## config.mk

```make
export PLATFORM = sky130hd
export DESIGN_NAME = ysyx_22040895_lsu_ctrl
export DESIGN_NICKNAME = d
export VERILOG_FILES = /design/src/rtl/ysyx_22040895_lsu_ctrl.sv
export SDC_FILE = /design/constraint.sdc
export NUM_CORES = 1
export LEC_CHECK = 0
export CAP_MARGIN = 30
export CORE_MARGIN = 8
export CORE_UTILIZATION = 40
export CTS_CLUSTER_SIZE = 16
export DETAILED_ROUTE_END_ITERATION = 8
export PLACE_DENSITY = 0.83
export REMOVE_ABC_BUFFERS = 1
export SYNTH_ARGS = -nofsm -noshare
export SYNTH_HDL_FRONTEND = slang
export SYNTH_SLANG_ARGS = --single-unit
```

## constraint.sdc

```tcl
create_clock -name clk -period 3.3 [get_ports clk]
set_input_delay 0.99 -clock clk [delete_from_list [all_inputs] [get_ports clk]]
set_output_delay 0.99 -clock clk [all_outputs]
set_load 0.01 [all_outputs]
```

## src/rtl/ysyx_22040895_lsu_ctrl.sv

```systemverilog
// Load/store controller: turns one EXU memory op into a single 64-bit bus beat with lane shifting,
// load extension and a request watchdog. Optional macro YSYX_22040895_MISALIGN_TRAP_EN adds misalign faults.
module ysyx_22040895_lsu_ctrl #(
    parameter int unsigned TIMEOUT_CYC = 256
) (
    input  logic        clk,
    input  logic        rst,
    input  logic        req_i_lsc,
    input  logic        we_i_lsc,
    input  logic [1:0]  size_i_lsc,
    input  logic        uns_i_lsc,
    input  logic [63:0] addr_i_lsc,
    input  logic [63:0] wdata_i_lsc,
    output logic        stall_o_lsc,
    output logic        mem_valid_o_lsc,
    output logic        mem_we_o_lsc,
    output logic [63:0] mem_addr_o_lsc,
    output logic [63:0] mem_wdata_o_lsc,
    output logic [7:0]  mem_wmask_o_lsc,
    input  logic        mem_ready_i_lsc,
    input  logic [63:0] mem_rdata_i_lsc,
    output logic [63:0] rdata_o_lsc,
    output logic        done_o_lsc,
    output logic        timeout_o_lsc,
    output logic        fault_o_lsc
);

    localparam int unsigned WDOG_W = $clog2(TIMEOUT_CYC + 1);
    localparam logic [WDOG_W-1:0] WDOG_LAST = WDOG_W'(TIMEOUT_CYC - 1);

    typedef enum logic [1:0] {
        S_IDLE,
        S_REQ,
        S_RESP
    } state_e;

    state_e              state_q, state_d;
    logic                we_q;
    logic [1:0]          size_q;
    logic                uns_q;
    logic [63:0]         addr_q;
    logic [63:0]         wdata_q;
    logic [63:0]         rdata_q, rdata_d;
    logic                timeout_q, timeout_d;
    logic [WDOG_W-1:0]   wdog_q, wdog_d;
    logic                capture;
    logic                trap_take;

    logic [7:0]          base_mask;
    logic [15:0]         wide_mask;
    logic [63:0]         rd_shifted;
    logic [63:0]         load_val;
    logic                sext;

`ifdef YSYX_22040895_MISALIGN_TRAP_EN
    logic misalign;
    logic fault_q;

    always_comb begin
        misalign = 1'b0;
        unique case (size_i_lsc)
            2'b00:   misalign = 1'b0;
            2'b01:   misalign = addr_i_lsc[0];
            2'b10:   misalign = |addr_i_lsc[1:0];
            default: misalign = |addr_i_lsc[2:0];
        endcase
    end

    assign trap_take = misalign;

    // Fault is only ever raised on the IDLE->RESP shortcut, so it is high exactly while done pulses.
    always_ff @(posedge clk or negedge rst) begin
        if (!rst) begin
            fault_q <= 1'b0;
        end else begin
            fault_q <= (state_q == S_IDLE) && req_i_lsc && misalign;
        end
    end

    assign fault_o_lsc = fault_q;
`else
    assign trap_take   = 1'b0;
    assign fault_o_lsc = 1'b0;
`endif

    // Byte enables: bytes past lane 7 fall off the top of the 16-bit shift, truncating boundary crossers.
    always_comb begin
        base_mask = 8'h00;
        unique case (size_q)
            2'b00:   base_mask = 8'h01;
            2'b01:   base_mask = 8'h03;
            2'b10:   base_mask = 8'h0F;
            default: base_mask = 8'hFF;
        endcase
    end

    assign wide_mask = {8'h00, base_mask} << addr_q[2:0];

    assign rd_shifted = mem_rdata_i_lsc >> {addr_q[2:0], 3'b000};
    assign sext       = ~uns_q;

    always_comb begin
        load_val = 64'h0;
        unique case (size_q)
            2'b00:   load_val = {{56{sext & rd_shifted[7]}},  rd_shifted[7:0]};
            2'b01:   load_val = {{48{sext & rd_shifted[15]}}, rd_shifted[15:0]};
            2'b10:   load_val = {{32{sext & rd_shifted[31]}}, rd_shifted[31:0]};
            default: load_val = rd_shifted;
        endcase
    end

    // NOTE: every variable gets a default before the case so no path leaves it unassigned (no latch).
    always_comb begin
        state_d   = state_q;
        rdata_d   = rdata_q;
        timeout_d = timeout_q;
        wdog_d    = wdog_q;
        capture   = 1'b0;
        unique case (state_q)
            S_IDLE: begin
                if (req_i_lsc) begin
                    capture   = 1'b1;
                    timeout_d = 1'b0;
                    wdog_d    = '0;
                    state_d   = trap_take ? S_RESP : S_REQ;
                end
            end
            S_REQ: begin
                if (mem_ready_i_lsc) begin
                    state_d = S_RESP;
                    if (!we_q) begin
                        rdata_d = load_val;
                    end
                end else if (wdog_q == WDOG_LAST) begin
                    state_d   = S_IDLE;
                    timeout_d = 1'b1;
                end else begin
                    wdog_d = wdog_q + 1'b1;
                end
            end
            S_RESP: begin
                state_d = S_IDLE;
            end
            default: begin
                state_d = S_IDLE;
            end
        endcase
    end

    // NOTE: sequential state uses non-blocking assignments so all registers update from pre-edge values.
    always_ff @(posedge clk or negedge rst) begin
        if (!rst) begin
            state_q   <= S_IDLE;
            rdata_q   <= 64'h0;
            timeout_q <= 1'b0;
            wdog_q    <= '0;
        end else begin
            state_q   <= state_d;
            rdata_q   <= rdata_d;
            timeout_q <= timeout_d;
            wdog_q    <= wdog_d;
        end
    end

    // NOTE: the captured request fields are cleared on reset too, keeping the bus outputs defined from time zero.
    always_ff @(posedge clk or negedge rst) begin
        if (!rst) begin
            we_q    <= 1'b0;
            size_q  <= 2'b00;
            uns_q   <= 1'b0;
            addr_q  <= 64'h0;
            wdata_q <= 64'h0;
        end else if (capture) begin
            we_q    <= we_i_lsc;
            size_q  <= size_i_lsc;
            uns_q   <= uns_i_lsc;
            addr_q  <= addr_i_lsc;
            wdata_q <= wdata_i_lsc;
        end
    end

    // Stall is gated by reset so the upstream pipeline is released the instant reset asserts.
    assign stall_o_lsc     = rst & (((state_q == S_IDLE) & req_i_lsc) | (state_q == S_REQ));
    assign mem_valid_o_lsc = (state_q == S_REQ);
    assign mem_we_o_lsc    = we_q;
    assign mem_addr_o_lsc  = {addr_q[63:3], 3'b000};
    assign mem_wdata_o_lsc = wdata_q << {addr_q[2:0], 3'b000};
    assign mem_wmask_o_lsc = wide_mask[7:0];
    assign rdata_o_lsc     = rdata_q;
    assign done_o_lsc      = (state_q == S_RESP);
    assign timeout_o_lsc   = timeout_q;

endmodule

```

==> results of run 1 <==
through the flow:
stage,setup slack [ps],instance area (um^2),total power [mW]
after floorplan,-9440,10900,9.57
after global placement,8.58,15900,14.3
after detailed placement,33.6,15900,14.5
after CTS,-13.9,16800,17.0
after global routing,-50.2,16900,18.0
final,39.7,16900,17.0
cells in the mapped netlist (3+ instances only):
cell type    n  share of area, %
a31oi_1     14              0.74
and3_1      12              0.63
a32oi_1      3              0.22
nor3_1       6              0.25
inv_1        4              0.13
buf_6        8              0.76
a211oi_1    19               1.2
a21oi_2     10              0.74
nand2_1     55               1.7
clkbuf_1    36               1.1
mux2_4       3              0.38
o2bb2ai_1    8              0.59
and2_1       9              0.47
nand4_1      4              0.21
a2bb2oi_1    4              0.29
mux2i_1     88               7.4
nand2b_1     7              0.37
xor2_1       6              0.44
nor2b_1     12              0.63
o31ai_1      6              0.38
a221oi_1     3              0.22
o211ai_1     8              0.51
dfrtp_1    208                44
mux2_2     170                16
o21ai_0     21              0.88
o22ai_1      8              0.42
a21oi_1    141               5.9
nor2_1     153               4.8
buf_4       71               4.5
buf_2       32               1.3
nor2_2       3              0.16
buf_1        8              0.25
report_power, final:
group / leakage, nW / switching, mW / total, mW / internal [mW]
Clock: 0.372 / 1.09 / 2.61 / 1.52
Combinational: 4.35 / 4.94 / 9.81 / 4.87
Sequential: 2.44 / 0.863 / 4.56 / 3.69
per-layer routing:
metal / up-vias / global-route usage (%) / wire, um
met5: - / 0 / 0
met4: 0 / 9.98 / 1690
met3: 104 / 8.08 / 4590
met2: 574 / 38.3 / 20200
met1: 5087 / 26.7 / 16300
li1: 4707 / - / -
worst max path at each step:
stage | startpoint | endpoint | cells past startpoint
floorplan | req_i_lsc | wdog_q[3]$_DFFE_PN0P_ | 5
global placement | req_i_lsc | stall_o_lsc | 4
detailed placement | req_i_lsc | stall_o_lsc | 4
CTS | addr_q[1]$_DFFE_PN0P_ | mem_wdata_o_lsc[59] | 7
global route | addr_q[1]$_DFFE_PN0P_ | mem_wdata_o_lsc[55] | 7
finish | req_i_lsc | stall_o_lsc | 4
layout by cell type (no fill, tap or decap), types with 18 or more instances in the layout:
cell,n
a21oi_1,138
dlygate4sd2_1,53
nand2_1,54
clkdlybuf4s50_1,338
nor2_1,152
a211oi_1,19
buf_4,31
mux2i_1,87
o21ai_0,18
clkbuf_16,27
dfrtp_1,204
mux2_2,170
timing repair:
action,in CTS,in global routing
setup endpoints to repair,72,17
hold endpoints to repair,0,0
resized for setup,77,21
buffers inserted,10,0
gates cloned,2,2
final cells by class:
class / count / area, um^2
diodes: 4 / 10.0
multi-input cells: 799 / 5770
inverters: 7 / 26.3
well taps: 390 / 488
clock buffers: 32 / 682
repair buffers: 455 / 4640
clock inverters: 9 / 78.8
fillers: 2471 / 12600
flip-flops and latches: 208 / 5220
logic make-up after synthesis:
family / Yosys count / synth area share (%)
buffers and inverters: 163 / 8.25
other: 1 / 0.0316
flip-flops: 208 / 43.8
AND/OR/NAND/NOR: 272 / 10.3
XOR/XNOR: 6 / 0.442
multiplexers: 262 / 24.0
AO/OA/AOI/OAI: 253 / 13.0
adder cells (fa/ha/maj): 2 / 0.211
registers in the layout (all words and copies together) (netlist names):
signal	cells
timeout_o_lsc	1
uns_q	1
wdata_q	64
state_q	2
rdata_o_lsc	64
size_q	2
addr_q	64
wdog_q	9
mem_we_o_lsc	1
critical path, delay by kind of cell:
kind / cells / cell delay [ps]
buffers and inverters: 2 / 1060
AND/OR/NAND/NOR: 2 / 220
==> summary.md, run 1 <==
| Metric | Value |
|---|---|
| Synth warn | `0` |
| Worst-case clock buffer depth | `3` |
| DIE AREA | `0.0355 mm^2` |
| Worst path required time | `2310 ps` |
| Cts hold-fix bufs | `0` |
| Flop-to-flop setup slack | `570 ps` |
| Synth Instances | `1,167` |
| CP Capture Type | `output port` |
| CTS Buf Count | `24` |
| I/O pin total | `406` |
| Clock Skew | `12.6 ps` |
| Worst hold stages | `2` |
| Fin. Hold Viols | `0` |
| Post-Layout Cell Count | `1,904` |
| Slowest CP cell | `clkdlybuf4s50_1` |
| Share of the yosys chip area belonging to registers | `43.8%` |
| Hold_sp | `rdata_o_lsc[2]$_DFFE_PN0P_` |
| Predominant post-synthesis flop cell | `dfrtp_1` |
| Final Wtd Congestion | `0.863` |
| Fraction of layout instances using a drive strength above 1 | `20.7%` |
| Relative slew margins | `45.1%` |
| Setup Total Neg Slack | `0 ps` |
| Remaining antenna violation count | `0` |
| Clock root cell | `clkbuf_16` |
| Ys async rst share | `100%` |
| Setup Crit Path Kind | `primary input to output port` |
| H-tree depth | `1` |
| Number of port buffers | `401` |
| PwrDens | `1000 mW/mm^2` |
| Average cell area after synthesis | `10.2 um^2` |
| RSZ-0062 raised after global routing | `yes` |
| Clk sinks | `208` |
| Pin count of the biggest net entering global routing | `137` |
| Gr usage total | `23.1%` |
| Flops & latches, synth | `208` |
| Hold slack final | `488 ps` |
| Most used cell, CP | `clkdlybuf4s50_1` |
| Reg2Reg Capture Point | `rdata_o_lsc[23]$_DFFE_PN0P_` |
| Global-route wire length before repair | `65.2 mm` |
| Crit path cell chain | `clkdlybuf4s50_1 -> nor2_1 -> nor3b_1 -> clkdlybuf4s50_1` |
| Die Ht | `188 um` |
| HPWL after DPL | `30.8 mm` |
| CP arrival | `2270 ps` |
| Initial DRC Count | `649` |
| Number of synthesized flops with an enable pin | `0` |
| Routed length per instance | `22.5 um` |
| Worst r2r src | `addr_q[1]$_DFFE_PN0P_` |
| Area growth from synthesis to final layout | `42.4%` |
| Vias/cell | `5.50` |
| Final period util | `98.8%` |
| Core area | `0.0295 mm^2` |
| Status | `completed` |
| Reg2Reg Depth | `8` |
| DR pass1 iterations | `5` |
| Max-cap violations | `0` |
| FMAX | `0.307 GHz` |
| NumNets Final | `1,697` |
| Initial core utilization | `40.3%` |
| Initial antenna violation count | `4` |
| Placed cell count | `1,844` |
| Routed WL | `42.8 mm` |
| Worst skew pair latency | `520 ps` |
| Vias | `10,500` |
| DRC viols | `0` |
| Startpoint type of the worst setup path | `primary input` |
| Delay of the slowest cell on the worst path | `570 ps` |
| Fin util | `57.4%` |
| Grt ovf | `0` |
| Fin crit period | `3260 ps` |
| Chip width | `188 um` |
| Leakage | `7.16 nW` |
| Vias in the first global route | `11,100` |
| Netlist cell types | `53` |
| Final setup violation count | `0` |
| # rows | `63` |
| CP max FO | `3` |
| Hold-critical path endpoint | `rdata_o_lsc[2]$_DFFE_PN0P_` |
| CTS tree | `built` |
| Worst-path clk slew | `60 ps` |
| Area of the mapped netlist | `0.0119 mm^2` |
| Max VDD drop | `0.611 mV` |
| Hold Path Class | `flip-flop to flip-flop` |
| Slew Limit Fails | `0` |
| Worst slew pin tran | `823 ps` |
Power figures use the tool's default switching activity.
==> inputs of run 2 (changes only) <==
- RECOVER_POWER: default -> 25
==> run 2 against run 1 <==
The run now ends with max-capacitance violations, max-slew violations left. Critical path depth stayed put. Clock-buffer cell count stayed put. Worst hold slack hardly changed. First-iteration DRC count is 2.5% lower. Worst setup slack hardly changed. Largest power group unchanged. Non-clock buffer count stayed put. Largest cell class unchanged. Critical path type unchanged. Power is 0.12% lower. Clock power hardly changed. Highest routed layer unchanged. Sequential cell count stayed put. Global-route usage stayed put. Sequential share of layout area is 0.050 points higher.
==> summary.md, run 2 (synthesis gave the netlist of run 1 again) <==
| Metric | Value |
|---|---|
| Status | `finished, violations left` |
| Failing checks | `max-capacitance violations, max-slew violations` |
| Reg2Reg Capture Point | `rdata_o_lsc[23]$_DFFE_PN0P_` |
| Commonest non-fill, non-tap cells in the layout | `clkdlybuf4s50_1, dfrtp_1, mux2_2` |
| Area growth from synthesis to final layout | `42.2%` |
| Fraction of layout instances using a drive strength above 1 | `20.5%` |
| PwrDens | `1000 mW/mm^2` |
| CTS Buf Count | `24` |
| DIE AREA | `0.0355 mm^2` |
| I/O pin total | `406` |
| Slew Limit Fails | `137` |
| Worst slew pin tran | `1960 ps` |
| Leakage | `7.15 nW` |
| Max VDD drop | `0.611 mV` |
| Fin crit period | `3260 ps` |
| Chip width | `188 um` |
| Clock Skew | `11.1 ps` |
| Flop-to-flop setup slack | `590 ps` |
| Vias | `10,500` |
| Worst hold stages | `2` |
| Grt ovf | `0` |
| Setup Crit Path Kind | `primary input to output port` |
| FMAX | `0.307 GHz` |
| Most common cell after layout, fill and taps aside | `clkdlybuf4s50_1` |
| Final period util | `98.8%` |
| Sw Ratio | `40.5%` |
| H-tree depth | `1` |
| Global-route wire length before repair | `65.2 mm` |
| Initial core utilization | `40.3%` |
| Fin. Hold Viols | `0` |
| Most used cell, CP | `clkdlybuf4s50_1` |
| Worst-path clk slew | `60 ps` |
| Vias/cell | `5.50` |
| DRC viols | `0` |
| Number of port buffers | `401` |
| Register share of total power | `26.9%` |
| P_sw | `6.88 mW` |
| Clock root cell | `clkbuf_16` |
| Worst r2r src | `addr_q[1]$_DFFE_PN0P_` |
| CP max FO | `3` |
| Remaining antenna violation count | `0` |
| CTS tree | `built` |
| Worst path required time | `2310 ps` |
| Clock group share of total power | `15.4%` |
| Final setup violation count | `0` |
| Crit path cell chain | `clkdlybuf4s50_1 -> nor2_1 -> nor3b_1 -> clkdlybuf4s50_1` |
| Worst-case clock buffer depth | `3` |
| NumNets Final | `1,697` |
| Hold-critical path endpoint | `rdata_o_lsc[2]$_DFFE_PN0P_` |
| Delay of the slowest cell on the worst path | `570 ps` |
| Final Wtd Congestion | `0.863` |
| Core area | `0.0295 mm^2` |
| Clk sinks | `208` |
| Buf+Inv Stages, Crit Path | `2` |
| Routed WL | `42.7 mm` |
| Relative slew margins | `-30.8%` |
| Max-cap violations | `1` |
| CP top delay family | `buffers and inverters` |
| Hold_sp | `rdata_o_lsc[2]$_DFFE_PN0P_` |
| Die Ht | `188 um` |
| Combinational Power Share | `57.8%` |
| Power, Total | `17.0 mW` |
| HPWL after DPL | `30.8 mm` |
| CP Capture Type | `output port` |
| Pin count of the biggest net entering global routing | `137` |
| Slowest CP cell | `clkdlybuf4s50_1` |
| RSZ-0062 raised after global routing | `yes` |
| Routed length per instance | `22.4 um` |
| Hold Path Class | `flip-flop to flip-flop` |
| Gr usage total | `23.1%` |
| Reg2Reg Depth | `8` |
| Startpoint type of the worst setup path | `primary input` |
| CP arrival | `2270 ps` |
| Internal | `10.1 mW` |
| # rows | `63` |
| DR pass1 iterations | `5` |
| Vias in the first global route | `11,100` |
| Initial antenna violation count | `4` |
| Initial DRC Count | `633` |
| Worst skew pair latency | `520 ps` |
| Hold slack final | `488 ps` |
-- run 2: worst min-delay path, delay by kind of cell, from the launching register on --
family	cells	cell delay, ps
compound gates	1	60
simple gates	1	50
flops	1	350
-- run 2: layout make-up --
type	count	area, um^2
Clock inverter	9	78.8
Fill cell	2473	12600
Multi-Input combinational cell	799	5770
Antenna cell	4	10.0
Clock buffer	32	682
Inverter	7	26.3
Tap cell	390	488
Timing Repair Buffer	455	4620
Sequential cell	208	5220
-- run 2: worst max path at each step --
stage          depth (start not counted)  slack (ps)                   from                     to
2_1_floorplan                          5       -9440              req_i_lsc  wdog_q[3]$_DFFE_PN0P_
4_1_cts                                7         -10  addr_q[1]$_DFFE_PN0P_    mem_wdata_o_lsc[59]
3_3_place_gp                           4           9              req_i_lsc            stall_o_lsc
5_1_grt                                7         -50  addr_q[1]$_DFFE_PN0P_    mem_wdata_o_lsc[55]
3_5_place_dp                           4          30              req_i_lsc            stall_o_lsc
6_report                               4          40              req_i_lsc            stall_o_lsc
-- run 2: what timing repair did --
| action | CTS | global route |
|---|---|---|
| cloned | 2 | 2 |
| gates resized for setup | 77 | 21 |
| setup endpoints to repair | 72 | 17 |
| setup buffers | 10 | 0 |
| hold buffers | 0 | 0 |
-- run 2: layer usage --
metal,share of wire [%],track usage (%),up-vias
li1,-,-,4704
met5,0,0,-
met4,3.9,9.98,0
met2,47,38.3,564
met3,11,8.08,105
met1,38,26.7,5102
-- run 2: metrics by stage --
step,setup TNS (ps),instance area [um^2],utilization (%),worst slack [ps],std cells
after floorplan,-1480650,10900,-,-9440,1014
after global placement,0,15900,54.1,8.58,1844
after detailed placement,0,15900,54.1,33.6,1844
after CTS,-13.9,16800,57.1,-13.9,1897
after global routing,-84.3,16900,57.3,-50.2,1904
final,0,16900,57.3,40.1,1904
-- run 2: power groups by stage --
stage | Combinational (mW) | Clock, mW | Sequential, mW
floorplan | 4.52 | 0 | 5.05
global placement | 9.71 | 0 | 4.56
detailed placement | 9.85 | 0 | 4.61
CTS | 9.77 | 2.67 | 4.55
global route | 10.6 | 2.77 | 4.71
finish | 9.80 | 2.61 | 4.56
==> inputs of run 3 (changes only) <==
- ABC_AREA: default -> 0
==> results of run 3 <==
Final layout, timing and power as in run 2 (identical DEF).
